`src/rtl/montre_sysid_delay_cnt.sv`:
```
// Loadable down-counter with a zero flag; shared by the settle and read-latency waits.
module montre_sysid_delay_cnt #(
  parameter int W = 8
) (
  input  logic         clock,
  input  logic         reset_n,
  input  logic         load,
  input  logic [W-1:0] load_val,
  input  logic         dec,
  output logic         zero
);

  logic [W-1:0] cnt;

  always_ff @(posedge clock or negedge reset_n) begin
    if (!reset_n)                cnt <= '0;
    else if (load)               cnt <= load_val;
    else if (dec && cnt != '0)   cnt <= cnt - W'(1);
  end

  assign zero = (cnt == '0);

endmodule

```
`config.mk`:
```
export PLATFORM = sky130hd
export DESIGN_NAME = montre_sysid_delay_cnt
export DESIGN_NICKNAME = d
export VERILOG_FILES = /design/src/rtl/montre_sysid_delay_cnt.sv
export SDC_FILE = /design/constraint.sdc
export NUM_CORES = 1
export LEC_CHECK = 0
export ABC_AREA = 1
export CORE_UTILIZATION = 45
export DETAILED_ROUTE_END_ITERATION = 12
export HOLD_SLACK_MARGIN = 0.15
export PLACE_DENSITY = 0.78
export RECOVER_POWER = 100
export SLEW_MARGIN = 0
export SYNTH_ARGS = -nofsm -noshare
export SYNTH_HDL_FRONTEND = slang
export SYNTH_SLANG_ARGS = --single-unit
```
`constraint.sdc`:
```
create_clock -name clock -period 1.5 [get_ports clock]
set_input_delay 0.225 -clock clock [delete_from_list [all_inputs] [get_ports clock]]
set_output_delay 0.225 -clock clock [all_outputs]
set_load 0.02 [all_outputs]
```
# Word-level counts from Yosys, hierarchy flattened
# Index checks and enable logic that the tools add are counted.
[totals]
output_inout_bits = 1
in_bits = 12
regBits = 8
word_cells = 8
[classes]
n_addsub = 1
n_mux = 2
n_reduce_logical = 4
[ops]
columns = ["op", "count"]
rows = [
  ["$mux W8", 2],
  ["$logic_not A8 Y1", 1],
  ["$reduce_bool A8 Y1", 1],
  ["$sub A8 B1 Y8 const B", 1],
  ["$reduce_bool A2 Y1", 1],
  ["$logic_and A1 B1 Y1", 1],
]

# Longest topological paths before layout
# Gate-level depths: netlist (run 1).
[logic_depth]
word_depth = 4
depth_mapped = 8
depth_no_buf = 8

# Worst setup path before layout (run 1)
# Ideal clock, no wire load.
[synth_path]
path_type = "register to register"
start = "register cnt[0]"
end = "register cnt[5]"
path_buffers = 0
arrival_ns = 1.329
slack_ns = 0.046
stages_incl_launch_ff = 8
setup_ns = 0.125
required_time_ns = 1.375
synth_period_minus_slack_ns = 1.454
cell_sequence = "dfrtp_1 > inv_1 > ha_1 > nand2_1 > nor2_1 > nor2_1 > nand3_1 > nand3_1"
[synth_via]
elab_chain_cells = 3
word_cells_on_any_way = 6
cone_classes = "add/sub (1); mux (2); reduce/logical (3)"
[synth_lines]
columns = ["element", "line", "source"]
rows = [
  ["start, declared", "13", "logic [W-1:0] cnt;"],
  ["start signal, assigned", "17", "else if (load) cnt <= load_val;"],
  ["start signal, assigned", "18", "else if (dec && cnt != '0) cnt <= cnt - W'(1);"],
  ["$sub A8 B1 Y8 or $reduce_bool A8 Y1 (tied branches)", "18", ""],
  ["$mux W8 or $logic_and A1 B1 Y1 (tied branches)", "18", ""],
  ["$mux W8 or $reduce_bool A2 Y1 (tied branches)", "--", ""],
]
# Several ways; a longest one is shown, not always the timed one. The select of a mux whose other input is x is not followed.
# A chain may end at the register's enable or synchronous reset.

# Final worst setup path (run 1)
[layout_path]
start = "register cnt[1]"
end = "output zero"
[layout_via]
elab_chain_cells = 1
[layout_lines]
columns = ["element", "line", "source"]
rows = [
  ["$logic_not A8 Y1", "21", "assign zero = (cnt == '0);"],
  ["end, declared", "10", "output logic zero"],
]
# Every way passes these cells.

==> out/results.txt, run 1 <==
Total CTS buffers -> 3
Layout Area Growth over Synthesis -> 39.2%
Reg clk slew, reported paths -> 0.06 ns
Reg power frac -> 0.348
Clock share of power -> 0.230
H-Tree Depth -> 1
Worst reg2reg setup slack -> 0.14 ns
Post-DP HPWL -> 1120 um
Slew @ Worst Pin -> 0.388 ns
Clock skew -> 0.000899 ns
Final Net Count -> 134
Max-slew headroom -> 0.740
DRT Wirelength -> 1450 um
Grt total ovfl -> 0
Worst Path Arrival -> 1.20 ns
Fin crit share -> 0.947
Leakage -> 0.433 nW
Via Count -> 663
Final setup TNS -> 0 ns
Routed vias/inst -> 5.02
Crit path depth -> 5
Most common cell after layout, fill and taps aside -> nand2_1
Sw power -> 0.000290 W
Setup bufs post-CTS -> 0
Critical-path cell list -> inv_1 -> ha_1 -> nand2_1 -> nor2_2 -> buf_4
I/O Pins -> 13
Util after Layout -> 0.709
# rows -> 12
DR WL/cell -> 11.0 um
Worst reg2reg path depth -> 9
Switching share of power -> 0.369
Endpoints failing setup -> 0
Mapped Cells -> 93
Worst Hold Class -> primary input to async pin
Crit path launch type -> register
Total of max-cap violations -> 0
CTS Sinks -> 8
Slowest stage delay, CP -> 0.38 ns
Initial antenna violation count -> 0
CP endpoint -> zero
Clk root buf -> clkbuf_4
CTS tree -> built
Register area share after synthesis -> 0.335
Post-route minimum period -> 1.42 ns
GR Util All Layers -> 0.253
Max-slew violations -> 0
P per Cell Area -> 946 mW/mm2
Combinational power share -> 0.422
Share of layout cells above drive strength 1 -> 0.169
Kind of critical path -> register to output pin
Pin count of the biggest net entering global routing -> 13
Iteration count of the initial detailed-routing pass -> 4
Largest register FFs -> 8
Reg2reg start -> cnt[1]
DRT iter0 DRCs -> 13
Mean post-synth cell area -> 6.42 um2
Residual DRC -> 0
Antenna Cells -> 0
Vias in the first global route -> 604
Initial Utilization -> 0.510
Max Clock Freq -> 0.704 GHz
Global placement routability congestion -> 0.827
Inst Count DP -> 129
Global-route wire length before repair -> 2530 um
R2r endpoint -> cnt[2]
Int Pwr -> 0.000496 W
Die height -> 38.4 um
Non-filler instance count after layout -> 132
Crit-path max FO -> 2
Most frequent cells in the layout -> nand2_1 (36), nand3_1 (13), inv_1 (10), clkdlybuf4s50_1 (10), buf_4 (10)
RSZ-0062 raised after global routing -> no
Largest registers -> cnt: 8 flops
Clock latency on the worst-skew pair -> 0.26 ns
Yosys reg bits -> 8
Delay-heaviest family, CP -> flip-flops
Setup crit end kind -> output pin
CORE AREA -> 0.00117 mm2
Outcome -> complete, no violations
Yosys warns -> 0
Post-synthesis cell type count -> 16
Final Hold Violating Endpoints -> 0
Cell Area, Synth -> 597 um2
Most flops, register -> cnt
Peak VDD IR -> 0.518 mV
Worst Setup SP -> cnt[1]
Die X -> 38.4 um
Die Area -> 0.00148 mm2
Remaining antenna violation count -> 0
Syn nets -> 107
IO buf count -> 12
Bufs and invs on worst path -> 2
Crit-path slowest cell -> dfrtp_1
Max Buffers Root-to-Sink -> 2
Worst Path Required -> 1.27 ns
-- kinds of logic (layout without fill, tap and decap cells) --
logic type,Yosys count,after routing,synth area share
AND/OR/NAND/NOR,63,63,0.453
buffers and inverters,12,37,0.0776
adder cells (fa/ha/maj),2,2,0.0419
XOR/XNOR,1,1,0.0147
AO/OA/AOI/OAI,7,7,0.0776
flip-flops,8,8,0.335
-- per-stage QoR --
step                power, W  instance area (um2)  hold WS, ns  setup slack (ns)
floorplan           0.000460                  597      -0.0706            0.0463
global placement    0.000601                  813        0.536            -0.104
detailed placement  0.000611                  813        0.543            -0.125
CTS                 0.000797                  833        0.257            0.0526
global route        0.000845                  831        0.342          0.000480
finish              0.000786                  831        0.315            0.0789
-- how the worst min path moves through the flow --
stage	start	endpoint	cells past startpoint
after global placement	reset_n	cnt[3]	1
after floorplan	reset_n	cnt[0]	0
after global routing	reset_n	cnt[7]	1
final	reset_n	cnt[0]	1
after detailed placement	reset_n	cnt[3]	1
after CTS	reset_n	cnt[0]	1
-- routing by layer --
layer	up-vias	wire length, um	global-route usage
met4	0	31	0.103
met5	-	0	0
met3	5	52	0.0523
met2	14	747	0.432
met1	296	619	0.307
li1	348	-	-
-- cell usage after synthesis --
| cell type | n | area share |
|---|---|---|
| o21ai_4 | 1 | 0.027 |
| o21ai_1 | 2 | 0.017 |
| nand2_4 | 1 | 0.019 |
| nand2_2 | 1 | 0.010 |
| nand3_1 | 13 | 0.11 |
| clkbuf_1 | 1 | 0.0063 |
| inv_1 | 10 | 0.063 |
| clkinv_2 | 1 | 0.0084 |
| ha_1 | 2 | 0.042 |
| nor2_1 | 9 | 0.057 |
| nand4_1 | 2 | 0.021 |
| nor2_2 | 1 | 0.010 |
| xnor2_1 | 1 | 0.015 |
| dfrtp_1 | 8 | 0.34 |
| o21ai_0 | 4 | 0.034 |
| nand2_1 | 36 | 0.23 |
-- final cells by class --
class,count,area (um2)
multi-input cells,73,355
fillers,107,340
flip-flops and latches,8,200
repair buffers,23,193
inverters,11,42.5
clock buffers,3,22.5
well taps,14,17.5
-- power groups by stage --
stage	Clock, W	Combinational, W	Sequential, W
after global placement	0	0.000328	0.000273
after CTS	0.000186	0.000337	0.000274
after global routing	0.000193	0.000376	0.000276
after detailed placement	0	0.000335	0.000276
final	0.000181	0.000332	0.000274
after floorplan	0	0.000177	0.000283
-- timing repair --
item | in CTS | in global routing
hold buffers | 0 | 0
cloned | 0 | 0
hold endpoints to repair | 0 | 0
resized for setup | 5 | 2
endpoints found under the setup margin | 1 | 1
Note: power is estimated with default switching activity, not from simulation.
==> inputs of run 2 (changes only) <==
--- a/config.mk
+++ b/config.mk
@@ -7,7 +7,9 @@
 export LEC_CHECK = 0
 export ABC_AREA = 1
 export CORE_UTILIZATION = 45
+export CTS_CLUSTER_SIZE = 25
 export DETAILED_ROUTE_END_ITERATION = 12
+export GPL_ROUTABILITY_DRIVEN = 0
 export HOLD_SLACK_MARGIN = 0.15
 export PLACE_DENSITY = 0.78
 export RECOVER_POWER = 100
==> results of run 2 <==
No change in the layout: final DEF, timing and power equal those of run 1.
==> inputs of run 3 (changes only) <==
--- a/config.mk
+++ b/config.mk
@@ -6,6 +6,8 @@
 export NUM_CORES = 1
 export LEC_CHECK = 0
 export ABC_AREA = 1
+export ABC_CLOCK_PERIOD_IN_PS = 1500
+export CAP_MARGIN = 25
 export CORE_UTILIZATION = 45
 export CTS_CLUSTER_SIZE = 25
 export DETAILED_ROUTE_END_ITERATION = 12
==> results of run 3 <==
No change in the layout: final DEF, timing and power equal those of run 1.
